===== src/rtl/tree_pkg.sv =====
// Control types for the node_tree arbitration front end.
package tree_pkg;
  typedef enum logic [2:0] {
    IDLE,
    GRANT,
    ISSUE,
    WAIT,
    RESP
  } arb_state_t;
endpackage


===== src/rtl/user_tree_pkg.sv =====
// Shared node_tree data types: field identifiers and the node record
// returned by the lookup engine.
package user_tree_pkg;
  localparam int unsigned ID_W   = 8;
  localparam int unsigned NODE_W = 32;

  typedef logic [ID_W-1:0]   identifier;
  typedef logic [NODE_W-1:0] node_data;
endpackage


===== src/rtl/node_tree_arb_rr_arbiter.sv =====
// Round-robin pick: first requester after last_grant (cyclically) with
// its request bit set.
module rr_arbiter #(
  parameter int unsigned N  = 4,
  parameter int unsigned IW = $clog2(N)
) (
  input  logic [N-1:0]  req,
  input  logic [IW-1:0] last_grant,
  output logic [IW-1:0] grant,
  output logic          any
);

  int unsigned idx;

  always_comb begin
    grant = last_grant;
    any   = 1'b0;
    idx   = 0;
    for (int unsigned k = 1; k <= N; k++) begin
      idx = (32'(last_grant) + k) % N;
      if (!any && req[IW'(idx)]) begin
        any   = 1'b1;
        grant = IW'(idx);
      end
    end
  end

endmodule


===== src/rtl/node_tree_arb.sv =====
// Shares one node_tree lookup engine between NUM_REQ requesters; a grant is
// held for a whole message and at most one lookup is in flight.
module node_tree_arb
  import user_tree_pkg::*;
  import tree_pkg::*;
#(
  parameter int unsigned NUM_REQ        = 4,
  parameter int unsigned TIMEOUT_CYCLES = 255
) (
  input  logic                          clk_i,
  input  logic                          reset_i,
  input  logic [NUM_REQ-1:0][ID_W-1:0]  req_field_id,
  input  logic [NUM_REQ-1:0]            req_last,
  input  logic [NUM_REQ-1:0]            req_valid,
  output logic [NUM_REQ-1:0]            req_rdy,
  output logic [NODE_W-1:0]             rsp_node,
  output logic [NUM_REQ-1:0]            rsp_valid,
  input  logic [NUM_REQ-1:0]            rsp_rdy,
  output logic [ID_W-1:0]               lk_field_id,
  output logic                          lk_valid,
  input  logic                          lk_rdy,
  input  logic [NODE_W-1:0]             lk_node,
  input  logic                          lk_node_valid,
  output logic                          lk_node_rdy,
  output logic                          lk_restart,
  output logic                          timeout_err
);

  localparam int unsigned IW = $clog2(NUM_REQ);
  localparam int unsigned CW = $clog2(TIMEOUT_CYCLES + 1);

  arb_state_t      state;
  logic [IW-1:0]   g;
  logic [IW-1:0]   last_grant;
  logic [IW-1:0]   pick;
  logic            any;
  logic            last_q;
  logic [CW-1:0]   cnt;

  rr_arbiter #(
    .N  (NUM_REQ),
    .IW (IW)
  ) u_rr (
    .req        (req_valid),
    .last_grant (last_grant),
    .grant      (pick),
    .any        (any)
  );

  // Field-id channel is a pass-through of the granted requester while issuing.
  always_comb begin
    req_rdy     = '0;
    lk_valid    = 1'b0;
    lk_field_id = req_field_id[g];
    if (state == ISSUE) begin
      lk_valid   = req_valid[g];
      req_rdy[g] = lk_rdy;
    end
  end

  always_ff @(posedge clk_i or negedge reset_i) begin
    if (!reset_i) begin
      state       <= IDLE;
      last_grant  <= IW'(NUM_REQ - 1);
      g           <= '0;
      last_q      <= 1'b0;
      cnt         <= '0;
      rsp_node    <= '0;
      rsp_valid   <= '0;
      lk_node_rdy <= 1'b0;
      lk_restart  <= 1'b0;
      timeout_err <= 1'b0;
    end else begin
      lk_restart  <= 1'b0;
      timeout_err <= 1'b0;
      case (state)
        IDLE: begin
          if (any) begin
            g          <= pick;
            lk_restart <= 1'b1;
            state      <= GRANT;
          end
        end
        GRANT: state <= ISSUE;
        ISSUE: begin
          if (lk_valid && lk_rdy) begin
            last_q      <= req_last[g];
            cnt         <= '0;
            lk_node_rdy <= 1'b1;
            state       <= WAIT;
          end
        end
        WAIT: begin
          // A response arriving on the final counted cycle still wins over the timeout.
          if (lk_node_valid) begin
            rsp_node    <= lk_node;
            rsp_valid   <= NUM_REQ'(1) << g;
            lk_node_rdy <= 1'b0;
            state       <= RESP;
          end else if (cnt == CW'(TIMEOUT_CYCLES - 1)) begin
            timeout_err <= 1'b1;
            lk_node_rdy <= 1'b0;
            last_grant  <= g;
            state       <= IDLE;
          end else if (cnt != CW'(TIMEOUT_CYCLES)) begin
            cnt <= cnt + 1'b1;
          end
        end
        RESP: begin
          if (rsp_rdy[g]) begin
            rsp_valid <= '0;
            if (last_q) begin
              last_grant <= g;
              state      <= IDLE;
            end else begin
              state <= ISSUE;
            end
          end
        end
        default: state <= IDLE;
      endcase
    end
  end

endmodule


===== config.mk =====
export PLATFORM = sky130hd
export DESIGN_NAME = node_tree_arb
export DESIGN_NICKNAME = d
export VERILOG_FILES = /design/src/rtl/tree_pkg.sv /design/src/rtl/user_tree_pkg.sv /design/src/rtl/node_tree_arb_rr_arbiter.sv /design/src/rtl/node_tree_arb.sv
export SDC_FILE = /design/constraint.sdc
export NUM_CORES = 1
export LEC_CHECK = 0
export CAP_MARGIN = 20
export CORE_MARGIN = 1.5
export CORE_UTILIZATION = 28
export DETAILED_ROUTE_END_ITERATION = 8
export HOLD_SLACK_MARGIN = 0.12
export PLACE_DENSITY_LB_ADDON = 0.08
export RECOVER_POWER = 50
export SYNTH_ARGS = -nofsm -noshare
export SYNTH_HDL_FRONTEND = slang
export SYNTH_HIERARCHICAL = 1
export SYNTH_SLANG_ARGS = --single-unit

===== constraint.sdc =====
create_clock -name clk_i -period 3 [get_ports clk_i]
set_input_delay 0.6 -clock clk_i [delete_from_list [all_inputs] [get_ports clk_i]]
set_output_delay 0.6 -clock clk_i [all_outputs]
set_load 0.01 [all_outputs]

After elaboration in Yosys (flattened, before gate mapping)
Cells that the tools add are included.
{ "classes": {"n_addsub": 5, "magnitude_cmp": 6, "n_eq_ne": 16, "shifts": 1, "mux": 57, "bitwise_logic": 1, "reduce_logical": 19} }
{ "ops": {"columns": ["cell", "n"], "rows": [
  ["2-to-1 mux 8 bit", 5],
  ["2-to-1 mux 1 bit", 21],
  ["2-to-1 mux 2 bit", 9],
  ["binary-select mux 8 bit (select 2 bit)", 1],
  ["!= test 2 bit (second input constant)", 8],
  ["one-hot mux 8 bit (2 select lines)", 1],
  ["< comparator 2 x 3 -> 1 bit (second input constant)", 5],
  ["2-to-1 mux 3 bit", 5],
  ["one-hot mux 3 bit (5 select lines)", 1],
  ["binary-select mux 1 bit (select 2 bit)", 7],
  ["2-to-1 mux 4 bit", 3],
  ["AND reduction 5 bit", 2],
  ["adder 8 x 1 -> 8 bit (second input constant)", 1],
  ["== test 8 bit (second input constant)", 1],
  ["!= test 8 bit (second input constant)", 1],
  ["one-hot mux 4 bit (2 select lines)", 1],
  ["== test 3 x 2 -> 1 bit (second input constant)", 2],
  ["AND reduction 2 bit", 3],
  ["AND reduction 3 bit", 2],
  ["logical AND 1 bit", 5],
  ["adder 2 x 1 -> 2 bit (second input constant)", 2],
  ["adder 2 bit (second input constant)", 2],
  ["AND 4 bit", 1],
  ["one-hot mux 2 bit (2 select lines)", 1],
  ["other kinds (12)", 15]
]} }
{ "totals": {"ff_bits": 55, "input_bits": 80, "out_inout_bits": 52, "wordCells": 115} }

Depth between registers and ports, before layout
Gate-level depths: netlist of run 1.
{ "logic_depth": {"depth_word": 15, "depth_mapped": 7} }

Modules after synthesis
Netlist of run 1, hierarchy kept.
{ "by_module_without_submodules": {"columns": ["module", "n_inst", "cells_per_inst", "area_per_inst_um2", "seq_area_each_um2"], "rows": [
  ["node_tree_arb", 1, 261, 2605.0, 1378.8],
  ["rr_arbiter", 1, 14, 82.6, 0.0]
]} }

Worst setup path after synthesis of run 1
OpenSTA, ideal clock, no wires.
{ "synth_timing": {"kind": "register -> output", "from": "reg g[0]", "to": "out lk_field_id[3]", "t_arrival_ns": 1.419, "slack_ns": 0.981, "path_stages_with_launch": 4, "path_cell_list": "dfrtp_1 > buf_6 > clkbuf_1 > mux4_2"} }
{ "synth_between": {"elab_chain_len": 2} }
{ "synth_rtl": {"columns": ["item", "line_no", "source"], "rows": [
  ["start: declaration", "node_tree_arb.sv:33", "logic [IW-1:0] g;"],
  ["start signal: assignment", "node_tree_arb.sv:79", "g <= pick;"],
  ["binary-select mux 8 bit (select 2 bit)", "node_tree_arb.sv:54", "lk_field_id = req_field_id[g];"],
  ["2-to-1 mux 8 bit (not written as such)", "node_tree_arb.sv:54", null],
  ["end: declaration", "node_tree_arb.sv:19", "output logic [ID_W-1:0] lk_field_id,"]
]} }
No other way between the ends. The select of a mux whose other input is x is not followed.

Worst setup path after layout of run 1
{ "layout_timing": {"from": "in req_valid[0]", "to": "out lk_valid"} }
{ "layout_between": {"elab_chain_len": 3} }
{ "layout_rtl": {"columns": ["item", "line_no", "source"], "rows": [
  ["start: declaration", "node_tree_arb.sv:14", "input logic [NUM_REQ-1:0] req_valid,"],
  ["binary-select mux 1 bit (select 2 bit)", "node_tree_arb.sv:56", "lk_valid = req_valid[g];"],
  ["2-to-1 mux 1 bit (not written as such)", "node_tree_arb.sv:56", null],
  ["2-to-1 mux 1 bit", "node_tree_arb.sv:55", "if (state == ISSUE) begin"],
  ["end: declaration", "node_tree_arb.sv:20", "output logic lk_valid,"]
]} }
No other way between the ends. The select of a mux whose other input is x is not followed.

==> results of run 1 <==
==> kinds of logic (layout without fill, tap and decap cells) <==
group	after synthesis	in the layout	share of synthesized area (%)
AO/OA/AOI/OAI	31	31	8.61
buffers and inverters	23	156	3.72
adder cells (fa/ha/maj)	2	2	0.931
multiplexers	16	16	11.2
AND/OR/NAND/NOR	148	148	24.2
flip-flops	55	55	51.3
==> power breakdown <==
part	total, mW	switching [mW]	leakage [nW]	internal, mW
clock	0.585	0.252	0.0644	0.333
sequential	1.28	0.228	0.696	1.05
combinational	1.73	0.780	1.15	0.951
total	3.60	1.26	1.91	2.34
==> cell usage after synthesis, drive strengths merged, types with 2 or more instances <==
cell,count,area [um^2]
a21o,4,30.0
a21oi,5,25.0
a32o,3,30.0
and2,2,12.5
and3,2,17.5
buf,7,40.0
clkbuf,8,30.0
dfrtp,53,1330
dfstp,2,52.6
ha,2,25.0
inv,8,30.0
mux2,3,33.8
mux2i,2,20.0
mux4,11,248
nand2,105,394
nand2b,2,12.5
nand3,8,40.0
nand4,3,18.8
nor2,10,37.5
nor3,5,25.0
o21ai,5,25.0
o2bb2ai,2,17.5
o31ai,4,30.0
or4,3,22.5
==> layer usage <==
layer  up-vias  track usage (%)  part of all wire, %
li1       1207                -                    -
met1      1197             19.0                   44
met2        98             25.0                   47
met3         7             5.69                  8.5
met4         0             3.53                 0.79
met5         -                0                    0
==> worst max-delay path: stages <==
cell and delay (ns):
clkdlybuf4s50_1 0.48, mux4_2 0.49, and3_1 0.19, clkdlybuf4s50_1 0.47
==> worst min path at each step <==
stage	startpoint	end	slack, ns	depth (start not counted)
global placement	rsp_node[24]$_DFFE_PN0P_	rsp_node[24]$_DFFE_PN0P_	0.46	2
detailed placement	rsp_node[12]$_DFFE_PN0P_	rsp_node[12]$_DFFE_PN0P_	0.46	2
CTS	reset_i	cnt[0]$_DFFE_PN0P_	0.32	1
floorplan	reset_i	cnt[0]$_DFFE_PN0P_	0.30	0
finish	rsp_node[27]$_DFFE_PN0P_	rsp_node[27]$_DFFE_PN0P_	0.48	2
global route	rsp_node[10]$_DFFE_PN0P_	rsp_node[10]$_DFFE_PN0P_	0.50	2
==> registers in the layout, indices dropped and copies added (netlist names) <==
name and count:
rsp_node 32, cnt 8, rsp_valid 4, state 3
g 2, last_grant 2, last_q 1, lk_node_rdy 1
lk_restart 1, timeout_err 1
==> per-stage QoR <==
step / cell area (um^2) / worst slack, ns
after floorplan: 2690 / 0.981
after global placement: 4160 / 0.177
after detailed placement: 4160 / 0.156
after CTS: 4290 / 0.157
after global routing: 4270 / 0.0728
final: 4270 / 0.159
==> area by class of cell <==
cell class	instances	share of cell area, %
clock buffer	5	1.61
multi-input combinational	197	28.2
tap	129	3.78
inverter	8	0.703
clock inverter	3	1.58
timing repair buffer	140	31.9
sequential	55	32.3
==> results.toml, run 1 <==
[synthesis]
ys_seq_area_share_pct = 51.3
ys.flop_type = "dfrtp_1"
synth_cell_types = 44
synth_nets = 357
synth.avg_cell_area_um2 = 9.77
yosys_register_bits = 55
synth_edf_count = 0
syn_area_um2 = 2690
async_flop_share_pct = 100
syn_inst = 275
ys.warnings.count = 6

[drt]
wl_per_cell_um = 14.1
first_iter_violations = 95
post-route-drc-count = 0
first_pass_iters = 4
routed_wl_um = 7580
vias = 2509
ant_nets = 0
avgViaCountPerCell = 4.67

[floorplan]
core_um2 = 9280
die_w_um = 101
io_pins = 132
start_util_pct = 28.9
placementRows = 35
fp.dieArea_um2 = 10200
die_y_um = 101

[grt]
grt_pass1_wl_um = 12100
grt_util_all_layers_pct = 15.2
grt-ovfl-total = 0
first_global_vias = 2478
antenna_found_initial = 0
grt_start_max_net_pins = 36

[critical_path]
crit_fanout = 5
arrival_ns = 2.24
criticalPathCategory = "in2out"
cp-end-kind = "output port"
setup.worst_path.start = "req_valid[0]"
r2r_slack_ns = 0.88
r2r-end = "last_grant[1]$_DFFE_PN1P_"
reg2reg_from = "g[0]$_DFFE_PN0P_"
start_kind = "input pin"
cp-endpoint = "lk_valid"
worstRegToRegCells = 5
worstPathRequired_ns = 2.40

[cts]
clockRootBuffer = "clkbuf_8"
cts.clk_slew.worst_paths_ns = 0.09
clock_latency_ns = 0.31
clk_path_buf_depth = 2
htreeDepth = 2
cts_tree = "yes"
cts_hold_buf = 0
cts_resized = 0
cts.sinks = 55
postCtsSetupBuffers = 0
cts_inserted_buffers = 5

[sta]
tns_ns = 0
max_freq_mhz = 352
worst_pin_slew_ns = 1.46
fin_skew_ns = 0.00841
finalCriticalPeriod_ns = 2.84
final_hold_viol_count = 0
slew_headroom_pct = 2.87
finalCritPeriodShare_pct = 94.7
grt_setup_unrepaired = "false"
setup_viol = 0
hold_ws_ns = 0.478
final_max_slew_viol_count = 0

[layout]
layout.area.seq_um2 = 1380
drive_gt1_share_pct = 8.09
final_common_cell = "clkdlybuf4s50_1"
multi_input_area_um2 = 1200
diodes = 0
nFillCells = 932
area_growth_pct = 58.9
final_cells = 537
fin_util_pct = 46.0
fin_nets = 489
mostFrequentLayoutCells = "clkdlybuf4s50_1 (117), nand2_1 (105), dfrtp_1 (53)"

[placement]
dp_hpwl_um = 5680
placed_cells = 528
gp_congestion = 0.814
port_buffers = 131

[power_and_ir_drop]
p_leak_nw = 1.91
total_power_mw = 3.60
ir_worst_vdd_mv = 0.312
p_per_area_nw_per_um2 = 842

[run_status]
status = "completed"

[worst_hold_path]
hold_path.class = "reg2reg"

[run]
drv_cap = 0
Note: power is estimated with default switching activity, not from simulation.
==> run 2: changes to the inputs <==
- SKIP_CTS_REPAIR_TIMING: not set -> 1
==> results of run 2 <==
No change in the layout: final DEF, timing and power equal those of run 1.
==> run 3: changes to the inputs <==
- SLEW_MARGIN: not set -> 20
==> results.toml, run 3 (synthesis gave the netlist of run 1 again) <==
[layout]
mostFrequentLayoutCells = "clkdlybuf4s50_1 (117), nand2_1 (105), dfrtp_1 (53)"
fin_nets = 488
largestRegisters = "rsp_node x32, cnt x8, rsp_valid x4"
diodes = 0
largest_reg_flops = 32
final_common_cell = "clkdlybuf4s50_1"
drive_gt1_share_pct = 8.11
fin_util_pct = 46.0
area_growth_pct = 58.9
nFillCells = 935
top_register = "rsp_node"

[floorplan]
start_util_pct = 28.9
io_pins = 132
die_w_um = 101
die_y_um = 101
placementRows = 35
fp.dieArea_um2 = 10200
core_um2 = 9280

[sta]
final_hold_viol_count = 0
worst_pin_slew_ns = 1.46
finalCriticalPeriod_ns = 2.84
final_max_slew_viol_count = 0
grt_setup_unrepaired = "false"
fin_skew_ns = 0.00849
max_freq_mhz = 352
slew_headroom_pct = 2.45
setup_slack_ns = 0.162
tns_ns = 0
setup_viol = 0
finalCritPeriodShare_pct = 94.6

[grt]
first_global_vias = 2478
antenna_found_initial = 0
grt_util_all_layers_pct = 15.2
grt_pass1_wl_um = 12100
grt_start_max_net_pins = 36
grt-ovfl-total = 0

[critical_path]
crit_fanout = 5
worstPathRequired_ns = 2.40
worstRegToRegCells = 5
cp-end-kind = "output port"
arrival_ns = 2.24
start_kind = "input pin"
criticalPathCategory = "in2out"

[placement]
port_buffers = 131
dp_hpwl_um = 5680
gp_congestion = 0.814
dp_slack_ns = 0.156

[drt]
first_pass_iters = 5
wl_per_cell_um = 14.1
vias = 2493
first_iter_violations = 102
ant_nets = 0
avgViaCountPerCell = 4.65
post-route-drc-count = 0
routed_wl_um = 7580

[cts]
cts_inserted_buffers = 5
clk_path_buf_depth = 2
clock_latency_ns = 0.31
cts.clk_slew.worst_paths_ns = 0.09
clockRootBuffer = "clkbuf_8"
htreeDepth = 2
cts_tree = "yes"
cts.sinks = 55

[power_and_ir_drop]
p_leak_nw = 1.91
p_per_area_nw_per_um2 = 842
ir_worst_vdd_mv = 0.312
total_power_mw = 3.60

[run]
drv_cap = 0

[worst_hold_path]
min_path_cells = 2
hold_path.class = "reg2reg"

[run_status]
status = "completed"
## run 3: cell count changes in the layout (fill, tap and decap cells not counted)
| cell | change |
|---|---|
| o31ai_2 | +1 |
| o31ai_1 | -1 |
| clkbuf_2 | -1 |
## run 3: layout make-up
cell class / count / area [um^2] / share of cell area [%]
clock inverters: 3 / 67.6 / 1.58
repair buffers: 139 / 1360 / 31.8
clock buffers: 5 / 68.8 / 1.61
inverters: 8 / 30.0 / 0.703
well taps: 129 / 161 / 3.78
multi-input cells: 197 / 1210 / 28.3
flip-flops and latches: 55 / 1380 / 32.3
## run 3: through the flow
stage | std cells | hold WS [ns] | instance area [um^2]
2_1_floorplan | 275 | 0.304 | 2690
3_3_place_gp | 528 | 0.456 | 4160
3_5_place_dp | 528 | 0.462 | 4160
4_1_cts | 536 | 0.325 | 4290
5_1_grt | 536 | 0.500 | 4270
6_report | 536 | 0.478 | 4270
## run 3: report_power, final
part	leakage, nW	total [mW]	switching [mW]	internal [mW]
Combinational	1.15	1.73	0.781	0.950
Sequential	0.696	1.28	0.227	1.05
Clock	0.0644	0.585	0.252	0.333
## run 3: per-layer routing
layer	share of wire [%]	global-route usage [%]	vias to the layer above
li1	-	-	1208
met1	44	19.0	1187
met2	47	25.0	93
met3	8.5	5.69	5
met4	0.61	3.53	0
met5	0	0	-
## run 3: worst paths after layout
path	start	slack, ns	to
max	req_valid[0]	0.16	lk_valid
min	rsp_node[27]$_DFFE_PN0P_	0.48	rsp_node[27]$_DFFE_PN0P_
max reg2reg	g[0]$_DFFE_PN0P_	0.88	last_grant[1]$_DFFE_PN1P_
min reg2reg	rsp_node[27]$_DFFE_PN0P_	0.48	rsp_node[27]$_DFFE_PN0P_
max in group asynchronous	reset_i	0.94	timeout_err$_DFF_PN0_
min in group asynchronous	reset_i	0.62	cnt[0]$_DFFE_PN0P_
## run 3: critical path, cell delays in order
cell             delay (ns)
clkdlybuf4s50_1        0.48
mux4_2                 0.49
and3_1                 0.19
clkdlybuf4s50_1        0.47
